`config.mk`:
```
export PLATFORM = sky130hd
export DESIGN_NAME = param_register_bank
export DESIGN_NICKNAME = d
export VERILOG_FILES = /design/src/rtl/param_register_bank.sv
export SDC_FILE = /design/constraint.sdc
export NUM_CORES = 1
export LEC_CHECK = 0
export BUFFER_PORTS_ARGS = -buffer_cell sky130_fd_sc_hd__clkbuf_2
export CAP_MARGIN = 15
export CORE_ASPECT_RATIO = 1.75
export CORE_MARGIN = 3
export CORE_UTILIZATION = 40
export CTS_BUF_LIST = sky130_fd_sc_hd__clkbuf_16
export DETAILED_ROUTE_END_ITERATION = 6
export SYNTH_ARGS = -nofsm -noshare
export SYNTH_HDL_FRONTEND = slang
export SYNTH_SLANG_ARGS = --single-unit
```
`constraint.sdc`:
```
create_clock -name clk -period 5.1 [get_ports clk]
set_clock_uncertainty 0.1 [all_clocks]
set_input_delay 0.255 -clock clk [delete_from_list [all_inputs] [get_ports clk]]
set_output_delay 0.255 -clock clk [all_outputs]
set_load 0.1 [all_outputs]
```
`src/rtl/param_register_bank.sv`:
```
// Parametrised configuration register bank with a two-key write unlock, registered read port
// and error pulses. Define REG_BANK_SHADOW_EN to stage writes in a shadow array with a commit.
module param_register_bank #(
  parameter int                DATA_W      = 16,
  parameter int                ADDR_W      = 16,
  parameter int                NREG        = 32,
  parameter logic [DATA_W-1:0] RST_VAL     = 16'h0000,
  parameter logic [ADDR_W-1:0] KEY_ADDR    = 16'h00FF,
  parameter logic [ADDR_W-1:0] CTRL_ADDR   = 16'h0100,
  parameter logic [ADDR_W-1:0] STATUS_ADDR = 16'h0101,
  parameter logic [DATA_W-1:0] KEY1        = 16'hA5A5,
  parameter logic [DATA_W-1:0] KEY2        = 16'h5A5A
) (
  input  logic                   clk,
  input  logic                   rst_n,
  input  logic                   test_mode,
  input  logic                   wr_en,
  input  logic [ADDR_W-1:0]      waddr,
  input  logic [DATA_W-1:0]      wdata,
  input  logic                   rd_en,
  input  logic [ADDR_W-1:0]      raddr,
  input  logic [DATA_W-1:0]      status_in,
  output logic [DATA_W-1:0]      rdata,
  output logic                   rd_valid,
  output logic                   rd_err,
  output logic                   wr_err,
  output logic                   unlocked,
  output logic [NREG*DATA_W-1:0] regs_flat,
  output logic                   ctrl_bit
);

  localparam int IDX_W = (NREG > 1) ? $clog2(NREG) : 1;
  localparam logic [ADDR_W-1:0] LAST_CFG = ADDR_W'(NREG);

  typedef enum logic [1:0] {
    LOCKED   = 2'd0,
    HALF     = 2'd1,
    UNLOCKED = 2'd2
  } lock_state_t;

  lock_state_t       state;
  logic              cfg_hit, key_hit, ctrl_hit, commit_hit;
  logic              cfg_we, ctrl_we, wr_reject;
  logic [IDX_W-1:0]  widx, ridx;
  logic [DATA_W-1:0] rd_mux;
  logic              rd_unmapped;
  logic [DATA_W-1:0] cfg_q [NREG];

`ifdef REG_BANK_SHADOW_EN
  localparam logic [ADDR_W-1:0] COMMIT_ADDR = ADDR_W'(NREG + 1);
  logic [DATA_W-1:0] live_q [NREG];
  logic              commit_we;

  assign commit_hit = (waddr == COMMIT_ADDR);
  assign commit_we  = wr_en && commit_hit && wdata[0] && test_mode && (state == UNLOCKED);

  // Commit copies the whole shadow image into the live array in a single edge.
  always_ff @(posedge clk or negedge rst_n) begin
    if (!rst_n) begin
      for (int i = 0; i < NREG; i++) live_q[i] <= RST_VAL;
    end else if (commit_we) begin
      for (int i = 0; i < NREG; i++) live_q[i] <= cfg_q[i];
    end else begin
      for (int i = 0; i < NREG; i++) live_q[i] <= live_q[i];
    end
  end

  for (genvar k = 0; k < NREG; k++) begin : g_flat
    assign regs_flat[k*DATA_W +: DATA_W] = live_q[k];
  end
`else
  assign commit_hit = 1'b0;

  for (genvar k = 0; k < NREG; k++) begin : g_flat
    assign regs_flat[k*DATA_W +: DATA_W] = cfg_q[k];
  end
`endif

  // Write-side address decode and accept/reject decision for the current transfer.
  always_comb begin
    cfg_hit  = (waddr != '0) && (waddr <= LAST_CFG);
    key_hit  = (waddr == KEY_ADDR);
    ctrl_hit = (waddr == CTRL_ADDR);
    widx     = IDX_W'(waddr - ADDR_W'(1));
    cfg_we   = wr_en && cfg_hit && test_mode && (state == UNLOCKED);
    // A pending half-unlock swallows whatever write comes next, control writes included.
    ctrl_we  = wr_en && ctrl_hit && (state != HALF);
    wr_reject = 1'b0;
    if (wr_en) begin
      case (state)
        LOCKED: begin
          if (key_hit) wr_reject = !(test_mode && (wdata == KEY1));
          else         wr_reject = !ctrl_hit;
        end
        HALF:     wr_reject = !(test_mode && key_hit && (wdata == KEY2));
        UNLOCKED: begin
          if (key_hit || ctrl_hit)        wr_reject = 1'b0;
          else if (cfg_hit || commit_hit) wr_reject = !test_mode;
          else                            wr_reject = 1'b1;
        end
        default:  wr_reject = 1'b1;
      endcase
    end else begin
      wr_reject = 1'b0;
    end
  end

  // Read-side address map; the value is captured into rdata on the sampling edge.
  always_comb begin
    ridx        = IDX_W'(raddr - ADDR_W'(1));
    rd_mux      = '0;
    rd_unmapped = 1'b0;
    if ((raddr != '0) && (raddr <= LAST_CFG)) begin
      rd_mux = cfg_q[ridx];
    end else if (raddr == CTRL_ADDR) begin
      rd_mux = {{(DATA_W-1){1'b0}}, ctrl_bit};
    end else if (raddr == STATUS_ADDR) begin
      rd_mux = status_in;
    end else if (raddr == KEY_ADDR) begin
      rd_mux = {{(DATA_W-2){1'b0}}, (state == HALF), unlocked};
    end else begin
      rd_mux      = '0;
      rd_unmapped = 1'b1;
    end
  end

  // Lock state machine; unlocked is registered alongside the state.
  always_ff @(posedge clk or negedge rst_n) begin
    if (!rst_n) begin
      state    <= LOCKED;
      unlocked <= 1'b0;
    end else if (!test_mode) begin
      state    <= LOCKED;
      unlocked <= 1'b0;
    end else if (wr_en) begin
      case (state)
        LOCKED: begin
          if (key_hit && (wdata == KEY1)) state <= HALF;
          else                            state <= LOCKED;
          unlocked <= 1'b0;
        end
        HALF: begin
          if (key_hit && (wdata == KEY2)) begin
            state    <= UNLOCKED;
            unlocked <= 1'b1;
          end else begin
            state    <= LOCKED;
            unlocked <= 1'b0;
          end
        end
        UNLOCKED: begin
          if (key_hit) begin
            state    <= LOCKED;
            unlocked <= 1'b0;
          end else begin
            state    <= UNLOCKED;
            unlocked <= 1'b1;
          end
        end
        default: begin
          state    <= LOCKED;
          unlocked <= 1'b0;
        end
      endcase
    end else begin
      state    <= state;
      unlocked <= unlocked;
    end
  end

  // Configuration array (the shadow copy when staging is enabled).
  always_ff @(posedge clk or negedge rst_n) begin
    if (!rst_n) begin
      for (int i = 0; i < NREG; i++) cfg_q[i] <= RST_VAL;
    end else if (cfg_we) begin
      cfg_q[widx] <= wdata;
    end else begin
      cfg_q[widx] <= cfg_q[widx];
    end
  end

  // Control bit and write-error pulse.
  always_ff @(posedge clk or negedge rst_n) begin
    if (!rst_n) begin
      ctrl_bit <= 1'b0;
      wr_err   <= 1'b0;
    end else begin
      ctrl_bit <= ctrl_we ? wdata[0] : ctrl_bit;
      wr_err   <= wr_reject;
    end
  end

  // Registered read port: one result per cycle, rdata held between reads.
  always_ff @(posedge clk or negedge rst_n) begin
    if (!rst_n) begin
      rdata    <= '0;
      rd_valid <= 1'b0;
      rd_err   <= 1'b0;
    end else begin
      rd_valid <= rd_en;
      rd_err   <= rd_en && rd_unmapped;
      rdata    <= rd_en ? rd_mux : rdata;
    end
  end

endmodule
```
# Word-level counts from Yosys, hierarchy flattened
# Cells that the tools add are included.
classes:
  div: 0
  n_reduce_logical: 22
  n_eq_ne: 11
  n_bitwise: 2
  add_sub_neg: 2
  mux: 35
  n_lt_le_gt_ge: 5
  shifts: 0
  multipliers: 0
ops:
  columns: ["cell", "n"]
  rows:
  - ["$bwmux W512", 2]
  - ["$mux W512", 1]
  - ["$bmux W16 S5", 2]
  - ["$mux W16", 8]
  - ["$demux W16 S5", 1]
  - ["$eq A16 B9 Y1 const B", 3]
  - ["$eq A16 B8 Y1 const B", 2]
  - ["$le A16 B6 Y1 const B", 2]
  - ["$reduce_bool A16 Y1", 2]
  - ["$eq A16 B15 Y1 const B", 1]
  - ["$eq A16 B16 Y1 const B", 1]
  - ["$logic_and A1 B1 Y1", 14]
  - ["$mux W1", 13]
  - ["$ge A6 B6 Y1 const B", 2]
  - ["$not A5 Y6", 2]
  - ["$mux W2", 5]
  - ["$sub A5 B1 Y5 const B", 2]
  - ["$lt A6 B1 Y1 const B", 1]
  - ["$pmux W2 S3", 1]
  - ["$logic_not A1 Y1", 4]
  - ["$ne A2 B1 Y1 const B", 2]
  - ["$pmux W1 S3", 1]
  - ["$eq A2 B1 Y1 const B", 1]
  - ["$eq A2 B2 Y1 const B", 1]
  - ["3 further kinds", 3]
word_totals:
  output_inout_bits: 533
  mem_bits_ro: 0
  register_bits: 535
  elab_cells: 116
  latch_bits: 0
  n_memories: 0
  inputBits: 69
  ramBits: 0

# Longest topological paths before layout
depth:
  word_depth: 8
  ltp_mapped: 16
  ltp_nobuf: 9

# Worst setup path after synthesis
# OpenSTA, ideal clock, no wires.
synth_timing:
  path_type: "input -> register"
  from: "input port waddr[0]"
  to: "register cfg_q (netlist bit regs_flat[415])"
  setup_ps: 132
  arrival_ps: 3175
  n_path_buf: 6
  path_slack_ps: 1693
  required_time_ps: 4868
  stages: 13
  path_cell_list: "clkbuf_1 > buf_2 > buf_2 > inv_1 > ha_1 > clkbuf_1 > clkbuf_1 > mux4_2 > a22oi_1 > nand3_1 > o22ai_4 > buf_4 > o21ai_1"
synth_via:
  elab_chain_len: 8
  elab_cells_between_ends: 19
  classes_between: "add/sub: 1; order compare: 3; mux: 8; bitwise: 1; reduce/logical: 6"
synth_lines:
  columns: ["element", "line_no", "rtl"]
  rows:
  - ["from (decl)", "18", "input logic [ADDR_W-1:0] waddr,"]
  - ["$sub A5 B1 Y5", "84", "widx = IDX_W'(waddr - ADDR_W'(1));"]
  - ["$not A5 Y6 (not written as such)", "176, 178", null]
  - ["$ge A6 B6 Y1 (not written as such) or $lt A6 B1 Y1 (tied branches)", "176, 178", null]
  - ["$logic_and A1 B1 Y1 (not written as such)", "176, 178", null]
  - ["$mux W16 (not written as such)", "176, 178", null]
  - ["$demux W16 S5", "176, 178", null]
  - ["$bwmux W512 (on tied branches)", "178, 176", null]
  - ["$mux W512 (*)", "175", "end else if (cfg_we) begin"]
  - ["to (signal, indexed assignment)", "176", "cfg_q[widx] <= wdata;"]
  - ["to (signal, indexed assignment)", "178", "cfg_q[widx] <= cfg_q[widx];"]
  - ["to (decl)", "47", "logic [DATA_W-1:0] cfg_q [NREG];"]
# Every way passes the cells marked *; elsewhere a longest branch is shown, timed or not. The select of a mux whose other input is x is not followed.
# A chain may end at the register's enable or synchronous reset.

# Final worst setup path
layout_timing:
  from: "input port waddr[0]"
  to: "register cfg_q (netlist bit regs_flat[419])"
# The elaborated chain is that of the path after synthesis.

==> impl_results.md <==
* Routed WL at 134.6 mm
* Mapped Cells at 2602
* Switching share of power at 25.91%
* Worst Tran Pin Value at 1.137 ns
* Largest area contributor in the netlist: dfrtp_1
* CP max-delay cell: or3_2
* Max-Cap Viols at 0
* Final setup TNS at 0 ns
* Internal power at 6719 uW
* Critical-path cell list: clkbuf_8, inv_1, ha_4, nor4b_1, buf_4, xnor2_1, nand3_1, or3_2, nand3_1, o22ai_4, buf_4, o21ai_0
* Net Sw Power at 2350 uW
* Total die area at 75150 um2
* Post-synthesis to final-layout area growth at 20.01%
* 1st-pass router iterations at 5
* Combinational Power Share at 8.5%
* Peak supply drop at 0.2465 mV
* Syn avg cell area at 11.03 um2
* Register area share after synthesis at 46.63%
* Area of the mapped netlist at 28710 um2
* First-pass GRT wire length at 190.4 mm
* Routed WL per cell at 33.11 um
* Worst r2r src: state[0]$_DFFE_PN0P_
* RSZ-0062 raised after global routing: no
* Die height at 360.4 um
* Maximum clock path buffer count at 3
* Final instance area at 34450 um2
* Cell variety after synth at 64
* Total Nets Final at 3186
* WP data required at 5.46 ns
* Initial Util at 40.52%
* Hpwl dp at 100.1 mm
* ANT nets after route at 0
* Seq cells post-synth at 535
* Total power at 9068 uW
* Crit path arrival time at 4.12 ns
* Worst slew margin at 24.01%
* CORE AREA at 70860 um2
* Seq pwr share at 46.8%
* Setup slack, reg-to-reg at 1.79 ns
* CP Launch Type: input port
* Final hold violation count at 0
* Clk sinks at 535
* Final Core Density at 48.63%
* Leakage power at 0.01536 uW
* Hold endpoint: rd_err$_DFF_PN0_
* R2R depth at 8
* CTS tree: yes
* CTS clk-pin slew, worst paths at 0.06 ns
* Vias in the first global route at 24719
* Clock Latency Late Sink at 0.64 ns
* GP Congestion at 0.9591
* Setup repair bufs after CTS at 0
* Setup Viol. Count Final at 0
* I/O Buffers at 601
* Ys Warns at 0
* H-tree Lvls at 2
* Largest net degree at the start of global routing at 132
* Layout cell share with drive strength beyond 1 at 37.52%
* Initial antenna violation count at 2
* Yosys top cell area share at 46.63%
* Asr flop ratio synth at 100.0%
* Hold path startpoint: raddr[14]
* Syn_nets at 2683
* Post-synth top cells: nand2_1 (711), dfrtp_1 (535), o21ai_1 (372), mux4_2 (256), clkbuf_1 (164)
* Chip width at 208.5 um
* Final Cycle Share at 73.89%
* IO Pins at 602
* CP Class: input port to register
* Root buffer cell: clkbuf_16
* Post-route DRC at 0
* Placed cell area at 32440 um2
* FMAX at 0.2654 GHz
* Via density at 6.072
* Vias at 24687
* Top cells by area, synth: dfrtp_1 (47%), mux4_2 (20%), nand2_1 (9.3%)
* Crit-path max FO at 32
* Share of power burned in the clock network at 44.7%
* Iter 0 DRT Violations at 2364
* Power density over the cells at 263.2 nW/um2
* Main synth FF type: dfrtp_1
* Status: completed
* Worst stage delay on the critical path at 0.79 ns
* Final Critical Period at 3.768 ns
* Grt ovf at 0
* Row count at 129
* Overall Global Routing Usage at 35.18%
* Post-synth EDFFs at 0
* CP endpoint kind: register
* Most common cell in the synthesized netlist: nand2_1
* Worst hold path class: input port to register
* TritonCTS Buffers at 53
* Pins over their slew limit at 0
* WHS Path Cells at 4
* Reg-to-reg endpoint: regs_flat[419]$_DFFE_PN0P_
-- worst max-delay path, delay by kind of cell --
| kind | cells | cell delay, ns |
|---|---|---|
| and+or+nand+nor | 4 | 1.75 |
| buffers and inverters | 4 | 1.14 |
| AOI/OAI and AO/OA | 2 | 0.43 |
| adders and majority gates | 1 | 0.32 |
| xor gates and xnor gates | 1 | 0.07 |
-- state kept, by name, summed over array words and instances, names as in the netlist --
register	flops
rd_valid	1
rdata	16
state	2
ctrl_bit	1
rd_err	1
unlocked	1
wr_err	1
regs_flat	512
-- placed cells by master (no fill, tap or decap), drive strengths merged, types with 7 or more instances in the layout --
cell type / synthesis / final
buf: 92 / 82
a311oi: 14 / 14
clkbuf: 164 / 655
mux4: 256 / 256
a221o: 14 / 14
nor2: 12 / 12
clkinv: 0 / 25
dfrtp: 535 / 535
nand2b: 8 / 8
nand2: 711 / 711
ha: 12 / 12
dlygate4sd3: 0 / 22
o21ai: 521 / 521
a22oi: 49 / 49
o22ai: 20 / 20
nor3: 7 / 7
nand3: 98 / 98
inv: 9 / 19
-- cells by family after synthesis --
group                    share of synthesized area [%]
AO/OA/AOI/OAI                                    14.57
buffers and inverters                            4.851
AND/OR/NAND/NOR                                  12.80
XOR/XNOR                                        0.2441
multiplexers                                     20.38
adder cells (fa/ha/maj)                         0.5230
flip-flops                                       46.63
-- layout make-up --
cell class / instances / area [um2]
Timing Repair Buffer: 704 / 4141
Clock inverter: 43 / 356.6
Antenna cell: 1 / 2.502
Fill cell: 6573 / 36400
Sequential cell: 535 / 13390
Multi-Input combinational cell: 1802 / 14010
Clock buffer: 55 / 1376
Tap cell: 917 / 1147
Inverter: 9 / 33.78
-- power groups by stage --
stage	clock network, uW	logic [uW]	registers [uW]
global placement	0	738	4330
floorplan	0	381	4340
CTS	4110	762	4250
global route	4260	806	4240
finish	4050	768	4250
detailed placement	0	747	4330
-- stage by stage --
step	hold WS [ns]	cells	worst slack, ns
2_1_floorplan	-0.1406	2602	1.693
6_report	0.02922	4066	1.332
5_1_grt	0.03339	4065	1.210
3_5_place_dp	0.3017	3943	0.7631
4_1_cts	0.0008603	4063	1.414
3_3_place_gp	0.2813	3943	0.8521
-- layer usage --
| metal | track usage (%) | share of wire, % | up-vias |
|---|---|---|---|
| met3 | 9.201 | 9.8 | 316 |
| li1 | - | - | 10506 |
| met2 | 55.53 | 46 | 1438 |
| met1 | 41.92 | 35 | 12425 |
| met5 | 0 | 0.0067 | - |
| met4 | 24.77 | 9.1 | 2 |
-- how the worst max path moves through the flow --
| stage | startpoint | endpoint | slack, ns | cells after the start |
|---|---|---|---|---|
| floorplan | waddr[0] | regs_flat[415]$_DFFE_PN0P_ | 1.69 | 13 |
| global placement | waddr[0] | regs_flat[340]$_DFFE_PN0P_ | 0.85 | 12 |
| detailed placement | waddr[0] | regs_flat[419]$_DFFE_PN0P_ | 0.76 | 12 |
| CTS | waddr[0] | regs_flat[419]$_DFFE_PN0P_ | 1.41 | 12 |
| global route | waddr[0] | regs_flat[419]$_DFFE_PN0P_ | 1.21 | 12 |
| finish | waddr[0] | regs_flat[419]$_DFFE_PN0P_ | 1.33 | 12 |
-- what timing repair did --
action                    in CTS  in global routing
hold endpoints to repair     121                  0
hold buffers                  22                  0
gates resized for setup        0                  0
Power figures use the tool's default switching activity.
